**src/rtl/mux_nway_rr_if.sv**
```systemverilog
// Stream bundle for mux_nway_rr: N valid/ready producer channels, mode/select
// controls, and one registered valid/ready consumer port.
interface mux_nway_rr_if #(
    parameter int WIDTH = 16,
    parameter int N     = 8,
    parameter int SELW  = $clog2(N)
);
    logic               mode;
    logic [SELW-1:0]    sel;
    logic [N*WIDTH-1:0] in_data;
    logic [N-1:0]       in_valid;
    logic [N-1:0]       in_ready;
    logic [WIDTH-1:0]   out_data;
    logic [SELW-1:0]    out_chan;
    logic               out_valid;
    logic               out_ready;

    // Master drives producers, controls and consumer ready; slave is the mux.
    modport master (
        output mode, sel, in_data, in_valid, out_ready,
        input  in_ready, out_data, out_chan, out_valid
    );

    modport slave (
        input  mode, sel, in_data, in_valid, out_ready,
        output in_ready, out_data, out_chan, out_valid
    );
endinterface

```
**src/rtl/mux_nway_rr.sv**
```systemverilog
// N-channel registered stream multiplexer with external-select or round-robin
// channel choice; the accepted word is held in a one-deep register with its index.
module mux_nway_rr #(
    parameter  int WIDTH = 16,
    parameter  int N     = 8,
    localparam int SELW  = $clog2(N)
) (
    input  logic         clk,
    input  logic         reset_n,
    mux_nway_rr_if.slave bus
);

    typedef enum logic {
        EMPTY = 1'b0,
        FULL  = 1'b1
    } occ_e;

    occ_e             state_q, state_d;
    logic [WIDTH-1:0] outData_q, outData_d;
    logic [SELW-1:0]  outChan_q, outChan_d;
    logic [SELW-1:0]  rrPtr_q, rrPtr_d;

    logic             loadOk;
    logic             selInRange;
    logic             rrFound;
    logic [SELW-1:0]  rrGrant;
    logic [SELW-1:0]  scanIdx;
    logic             grantValid;
    logic [SELW-1:0]  grant;
    logic             grantInValid;
    logic [WIDTH-1:0] grantData;
    logic             transfer;

    // Channel at distance offs past base, wrapped modulo N (N need not be a power of two).
    function automatic logic [SELW-1:0] wrapIdx(input logic [SELW-1:0] base, input int offs);
        int sum;
        sum = int'(base) + offs;
        if (sum >= N) begin
            sum = sum - N;
        end
        return sum[SELW-1:0];
    endfunction

    assign selInRange = int'(bus.sel) < N;
    assign loadOk     = (state_q == EMPTY) || bus.out_ready;

    always_comb begin
        rrFound = 1'b0;
        rrGrant = '0;
        scanIdx = '0;
        for (int i = 0; i < N; i++) begin
            scanIdx = wrapIdx(rrPtr_q, i);
            if (!rrFound && bus.in_valid[scanIdx]) begin
                rrFound = 1'b1;
                rrGrant = scanIdx;
            end
        end
    end

    always_comb begin
        grantValid = 1'b0;
        grant      = '0;
        if (bus.mode) begin
            grantValid = rrFound;
            grant      = rrGrant;
        end else begin
            grantValid = selInRange;
            grant      = bus.sel;
        end
    end

    // A one-hot decode avoids an out-of-range part-select when sel >= N.
    always_comb begin
        bus.in_ready = '0;
        grantInValid = 1'b0;
        grantData    = '0;
        for (int k = 0; k < N; k++) begin
            if (grantValid && (int'(grant) == k)) begin
                bus.in_ready[k] = reset_n && loadOk;
                grantInValid    = bus.in_valid[k];
                grantData       = bus.in_data[k*WIDTH +: WIDTH];
            end
        end
    end

    assign transfer = grantValid && grantInValid && loadOk && reset_n;

    always_comb begin
        state_d   = state_q;
        outData_d = outData_q;
        outChan_d = outChan_q;
        rrPtr_d   = rrPtr_q;

        case (state_q)
            EMPTY: begin
                if (transfer) begin
                    state_d = FULL;
                end
            end
            FULL: begin
                if (bus.out_ready && !transfer) begin
                    state_d = EMPTY;
                end
            end
            default: begin
                state_d = EMPTY;
            end
        endcase

        if (transfer) begin
            outData_d = grantData;
            outChan_d = grant;
            if (bus.mode) begin
                rrPtr_d = (int'(grant) == N - 1) ? '0 : grant + 1'b1;
            end
        end
    end

    always_ff @(posedge clk or negedge reset_n) begin
        if (!reset_n) begin
            state_q   <= EMPTY;
            outData_q <= '0;
            outChan_q <= '0;
            rrPtr_q   <= '0;
        end else begin
            state_q   <= state_d;
            outData_q <= outData_d;
            outChan_q <= outChan_d;
            rrPtr_q   <= rrPtr_d;
        end
    end

    assign bus.out_valid = (state_q == FULL);
    assign bus.out_data  = outData_q;
    assign bus.out_chan  = outChan_q;

endmodule

```
**src/flat_wrapper.sv**
```systemverilog
// flat-port wrapper written by rule: the top's interface ports become plain ports
module mux_nway_rr_flat 
#(
    parameter  int WIDTH = 16,
    parameter  int N     = 8,
    localparam int SELW  = $clog2(N)
)
  (clk, reset_n, bus_mode, bus_sel, bus_in_data, bus_in_valid, bus_out_ready, bus_in_ready, bus_out_data, bus_out_chan, bus_out_valid);
  mux_nway_rr_if #(.WIDTH(WIDTH), .N(N)) bus_i ();
  input  logic clk;
  input  logic reset_n;
  input wire logic [$bits(bus_i.mode)-1:0] bus_mode;
  input wire logic [$bits(bus_i.sel)-1:0] bus_sel;
  input wire logic [$bits(bus_i.in_data)-1:0] bus_in_data;
  input wire logic [$bits(bus_i.in_valid)-1:0] bus_in_valid;
  input wire logic [$bits(bus_i.out_ready)-1:0] bus_out_ready;
  output wire logic [$bits(bus_i.in_ready)-1:0] bus_in_ready;
  output wire logic [$bits(bus_i.out_data)-1:0] bus_out_data;
  output wire logic [$bits(bus_i.out_chan)-1:0] bus_out_chan;
  output wire logic [$bits(bus_i.out_valid)-1:0] bus_out_valid;
  assign bus_i.mode = bus_mode;
  assign bus_i.sel = bus_sel;
  assign bus_i.in_data = bus_in_data;
  assign bus_i.in_valid = bus_in_valid;
  assign bus_i.out_ready = bus_out_ready;
  assign bus_in_ready = bus_i.in_ready;
  assign bus_out_data = bus_i.out_data;
  assign bus_out_chan = bus_i.out_chan;
  assign bus_out_valid = bus_i.out_valid;
  mux_nway_rr #(.WIDTH(WIDTH), .N(N)) u_core (.clk(clk), .reset_n(reset_n), .bus(bus_i));
endmodule
```
**config.mk**
```make
export PLATFORM = sky130hd
export DESIGN_NAME = mux_nway_rr_flat
export DESIGN_NICKNAME = d
export VERILOG_FILES = /design/src/rtl/mux_nway_rr_if.sv /design/src/rtl/mux_nway_rr.sv /design/src/flat_wrapper.sv
export SDC_FILE = /design/constraint.sdc
export NUM_CORES = 1
export LEC_CHECK = 0
export ABC_AREA = 1
export BUFFER_PORTS_ARGS = -buffer_cell sky130_fd_sc_hd__buf_4
export CORE_MARGIN = 3
export CORE_UTILIZATION = 44
export CTS_BUF_LIST = sky130_fd_sc_hd__clkbuf_4 sky130_fd_sc_hd__clkbuf_8
export DETAILED_ROUTE_END_ITERATION = 10
export HOLD_SLACK_MARGIN = 0.1
export PLACE_DENSITY = 0.8
export SLEW_MARGIN = 25
export SYNTH_ARGS = -nofsm -noshare
export SYNTH_HDL_FRONTEND = slang
export SYNTH_SLANG_ARGS = --single-unit
export TNS_END_PERCENT = 30
```
**constraint.sdc**
```tcl
create_clock -name clk -period 3.6 [get_ports clk]
set_input_delay 0.54 -clock clk [delete_from_list [all_inputs] [get_ports clk]]
set_output_delay 0.54 -clock clk [all_outputs]
set_load 0.01 [all_outputs]
```
-- After elaboration in Yosys (flattened, before gate mapping)
Index checks and enable logic that the tools add are counted.
- output and inout port bits: 28
- flip-flop bits (word level): 23
- input port bits: 143
- logic and storage cells: 145
- $lt $le $gt $ge: 16
- eq/ne operators: 7
- mux-type cells: 70
- add/sub/neg operators: 16
- reductions and logical operators: 31
- bitwise logic cells: 1
- operator list (operator ; count):
    16-bit 2-to-1 mux ; 8
    3-bit 2-to-1 mux ; 18
    1-bit 2-to-1 mux ; 35
    3-bit by 4-bit less-than comparator with 1-bit output (second input constant) ; 8
    4-bit >= comparator (second input constant) ; 7
    1-bit binary-select mux with 3-bit select ; 8
    3-bit by 1-bit subtractor with 3-bit output (second input constant) ; 8
    1-bit logical AND ; 20
    3-bit by 3-bit adder with 4-bit output (second input constant) ; 4
    3-bit equality test (second input constant) ; 4
    3-bit by 2-bit adder with 4-bit output (second input constant) ; 2
    1-bit logical NOT ; 8
    3-bit by 2-bit equality test with 1-bit output (second input constant) ; 2
    3-bit by 1-bit adder with 4-bit output (second input constant) ; 1
    3-bit by 4-bit >= comparator with 1-bit output (second input constant) ; 1
    3-bit by 1-bit adder with 3-bit output (second input constant) ; 1
    3-bit by 1-bit equality test with 1-bit output (second input constant) ; 1
    3-bit logical NOT ; 1
    1-bit one-hot mux with 2 select lines ; 1
    2-bit AND reduction ; 1
    1-bit logical OR ; 1
    1-bit inverter ; 1

-- Depth between registers and ports, before layout
- depth in word-level cells: 44
- mapped depth: 34
- mapped depth without buffers: 32

-- Least setup slack after synthesis
OpenSTA, ideal clock, no wires.
- path type: register to register
- from: register u_core.rrPtr_q[0]
- to: register u_core.rrPtr_q[0]
- clock period less this slack: 3.781 ns
- buffers on the path: 2
- required time: 3.483 ns
- stages on the path, launching flop included: 35
- slack: -0.181 ns
- library setup time: 0.117 ns
- data arrival time: 3.664 ns
- cell sequence: dfrtp_1 inv_2 ha_1 inv_2 nand3_1 nand3_1 nand2_1 nor2_4 nand2_1 nor2_1 inv_1 nor2_1 inv_1 o211ai_1 a211oi_1 o211ai_1 o21a_1 inv_1 ha_1 buf_2 nand2_4 inv_2 nor2_1 nand3_1 nand3_1 nand3_1 nand3_1 nand2_1 nand2_1 nand2_1 nand2_2 buf_4 nand3_2 nand2_1 nand2_1
- longest elaborated chain between the ends: 41
- elaborated cells on any way between the ends: 109
- those cells by class: add/sub (16); order compare (8); eq/ne (7); mux (51); reduce/logical (27)
- ends and longest elaborated chain (what ; RTL line ; RTL):
    start: declaration ; mux_nway_rr.sv:21 ; logic [SELW-1:0] rrPtr_q, rrPtr_d;
    start signal: assignment ; mux_nway_rr.sv:129 ; rrPtr_q <= rrPtr_d;
    branches (longest 25 deep; another with 3-bit by 1-bit adder with 4-bit output) ; n/a ;
    3-bit 2-to-1 mux (*) ; mux_nway_rr.sv:53 ; if (!rrFound && bus.in_valid[scanIdx]) begin
    3-bit 2-to-1 mux (*) ; mux_nway_rr.sv:63 ; if (bus.mode) begin
    net u_core.grant[1] ; mux_nway_rr.sv:29 ; logic [SELW-1:0] grant;
    3-bit logical NOT ; mux_nway_rr.sv:78 ; if (grantValid && (int'(grant) == k)) begin
    1-bit logical AND ; mux_nway_rr.sv:78 ;
    1-bit 2-to-1 mux (8 in series) ; mux_nway_rr.sv:78 ;
    1-bit logical AND (3 in series) ; mux_nway_rr.sv:86 ; assign transfer = grantValid && grantInValid && loadOk && reset_n;
    2-bit AND reduction (no line) ; n/a ;
Mark *: on every way through the listed nets, which the timed path passes. The select of a mux whose other input is x is not followed.
A chain may end at the register's enable or synchronous reset.

-- Worst setup path after layout
- from: register u_core.rrPtr_q[0]
- to: output bus_in_ready[1]
- longest elaborated chain between the ends: 30
- elaborated cells on any way between the ends: 82
- those cells by class: add/sub (15); order compare (8); eq/ne (1); mux (43); reduce/logical (15)
- ends and longest elaborated chain (what ; RTL line ; RTL):
    branches (longest 25 deep; another with 3-bit by 1-bit adder with 4-bit output) ; n/a ;
    3-bit 2-to-1 mux (*) ; mux_nway_rr.sv:53 ;
    3-bit 2-to-1 mux (*) ; mux_nway_rr.sv:63 ;
    net u_core.grant[1] ; mux_nway_rr.sv:29 ;
    3-bit by 2-bit equality test with 1-bit output (*) ; mux_nway_rr.sv:78 ;
    1-bit logical AND (*) ; mux_nway_rr.sv:78 ;
    1-bit 2-to-1 mux (*) ; mux_nway_rr.sv:78 ;
    end: declaration ; flat_wrapper.sv:17 ; output wire logic [$bits(bus_i.in_ready)-1:0] bus_in_ready;
Marks and branches as above.

==> qor.csv <==
metric;value;unit
outcome;finished, violations left;
failed_checks;negative setup slack;
io_buffers;170;
hold_violations;0;
cp_max_fo;4;
synthAdderAreaFrac;2.87;%
wl;16.8;mm
ys_warn_count;0;
rr_endpoint;u_core.rrPtr_q[1];
placed_cells;897;
worst_pin_slew;1430;ps
core;7490;um2
insertion_delay;270;ps
cp.arrival;3530;ps
final_net_count;997;
crit_path_end;bus_in_ready[1];
muxShareOfSynthArea;0;%
ant_nets;0;
final_util;81.2;%
cap_violations;0;
route.detailed.drc;0;
final_common_cell;buf_4;
synth-xor-area-share;1.47;%
final_cell_mix;buf_4, nand2_1, nand3_1;
fillers;471;
cts_hold_buf;0;
period_share;113;%
fmax;0.246;GHz
startpoint_type;flop;
cts.sinks;23;
ios;171;
tritoncts.num_buffers;3;
die_height;95.1;um
power_frac_comb;90.6;%
setup_viol;31;
grt_pass1_vias;5102;
first_pass_iters;8;
syn_avg_cell_area;5.65;um2
finalMaxSlewViolations;0;
final_area;6080;um2
h-tree-depth;1;
synth_top_family_by_area;simple AND/OR/NAND/NOR gates;
gp_congestion;0.988;
antenna_cells;0;
power_frac_seq;7.2;%
dp_hpwl;10.9;mm
fin_cells;944;
power_density;1150;nW/um2
rr_startpoint;u_core.rrPtr_q[0];
grt-ovfl-total;0;
cp.required;3060;ps
clk_pin_slew_worst_paths;80;ps
die_area;9040;um2
vdd_drop_max;0.000479;V
ys_seq_area_share;16.5;%
final.min_clock_period;4070;ps
grt_max_degree;33;
intPower;3.16;mW
worst_clock_skew;7.72;ps
syn_to_final_growth;74.2;%
leakage;3.27;nW
cts_tree;done;
cp-end-kind;output pin;
crit_start;u_core.rrPtr_q[0];
syn_inst;618;
initial_core_util;46.6;%
drive_gt1_share;47.8;%
drt_iter0_markers;492;
swShare;55.0;%
avgRoutedWirePerCell;17.8;um
switching_power;3.85;mW
hold_path_class;in -> async;
num_rows;31;
vias;5336;
ff2ff_path_depth;32;
crit_type;reg -> out;
clockBufferDepth;2;
die_w;95.1;um
antenna_found_initial;0;
grt_pass1_wl;24.0;mm
slew-limit-headroom;3.86;%
cts_root_buffer;clkbuf_8;
rsz0062_at_grt;yes;
place_area;5120;um2
syn_nets;769;
fin_ws;-467;ps
synth_cell_types;38;
pre_cts_slack;-156;ps
synth_simple_gate_area_share;61.4;%
pwr-share-clk;2.3;%
rrSetupSlack;-460;ps
grt_util_all_layers;33.7;%
ys_ff_latch;23;
via_per_inst;5.65;
syn_area;3490;um2
synth-compound-area-share;5.30;%
## how the worst min path moves through the flow
| stage | start | end | slack [ps] | depth (start not counted) |
|---|---|---|---|---|
| final | reset_n | u_core.bus.out_data[5] | 160 | 1 |
| after global routing | reset_n | u_core.bus.out_data[3] | 170 | 1 |
| after CTS | reset_n | u_core.bus.out_data[14] | 160 | 1 |
| after detailed placement | reset_n | u_core.bus.out_data[1] | 450 | 1 |
| after global placement | reset_n | u_core.bus.out_data[1] | 450 | 1 |
| after floorplan | reset_n | u_core.bus.out_chan[0] | 240 | 0 |
## kinds of logic (layout without fill, tap and decap cells)
group	after synthesis	after routing
xor+xnor	5	5
simple gates	449	449
compound gates	34	34
flops	23	23
buf+inv	99	326
fa+ha+maj	8	8
## registers in the layout, summed over array words and instances, names as in the netlist
| name | flops |
|---|---|
| u_core.rrPtr_q | 3 |
| u_core.bus.out_data | 16 |
| u_core.bus.out_chan | 3 |
| u_core.bus.out_valid | 1 |
## timing repair
action / CTS / global route
hold endpoints to repair: 0 / 0
setup buffers: 31 / 9
gates cloned: 2 / 1
resized for setup: 67 / 66
pin swaps: 20 / 27
setup endpoints to repair: 31 / 31
## final cells by class
type                       instances  area [um2]  area share (%)
clock buffer                       3        41.3           0.679
clock inverter                     1        5.00          0.0823
inverter                          64         260            4.28
multi-input combinational        496        2990            49.1
sequential                        23         578            9.50
tap                               99         124            2.04
timing repair buffer             257        2080            34.3
timing repair inverter             1        5.00          0.0823
## routing by layer
metal  wire (um)  track usage, %  vias up
li1            -               -     2444
met1        5930            38.8     2398
met2        8250            61.1      400
met3        1700            6.55       94
met4         935            12.6        0
met5           0               0        -
## cell usage after synthesis, drive strengths merged
| cell type | instances | area, um2 |
|---|---|---|
| nand2 | 217 | 847 |
| nand3 | 148 | 766 |
| inv | 63 | 239 |
| or2 | 35 | 219 |
| o21ai | 25 | 125 |
| dfrtp | 23 | 576 |
| nor2 | 22 | 97.6 |
| buf | 21 | 139 |
| nand3b | 16 | 120 |
| clkbuf | 14 | 52.6 |
| ha | 8 | 100 |
| nand4 | 6 | 67.6 |
| nor3 | 3 | 15.0 |
| xor2 | 3 | 33.8 |
| a211oi | 2 | 15.0 |
| a21oi | 2 | 10.0 |
| o211ai | 2 | 15.0 |
| xnor2 | 2 | 17.5 |
| a31oi | 1 | 6.26 |
| and2 | 1 | 7.51 |
| clkinv | 1 | 3.75 |
| nor4 | 1 | 6.26 |
| o21a | 1 | 7.51 |
| o22ai | 1 | 6.26 |
## critical path, cell delays in order (launching register included)
cell and delay [ps]:
dfrtp_2 460, buf_6 140, ha_4 190, xor2_4 250, nand3_4 130, nand2_4 120
buf_4 120, nor4_1 50, a211oi_2 190, o211ai_1 150, a211oi_2 180, o211ai_1 130
o21a_2 170, inv_2 80, buf_6 100, ha_4 140, nand2_4 70, buf_4 140
buf_4 130, nor3_2 160, buf_4 170
## through the flow
stage          setup TNS (ps)  hold slack [ps]  power, mW
2_1_floorplan               0              244       3.59
3_3_place_gp                0              446       4.92
3_5_place_dp            -3210              453       5.07
4_1_cts                 -3330              162       6.07
5_1_grt                -15450              172       7.52
6_report               -11260              156       7.01
## power groups by stage
stage	clock, mW	combinational [mW]	sequential, mW
finish	0.158	6.35	0.503
global route	0.169	6.84	0.513
CTS	0.160	5.43	0.484
detailed placement	0	4.59	0.477
global placement	0	4.44	0.477
floorplan	0	3.10	0.490
No activity file was read; power rests on OpenSTA's default activity.
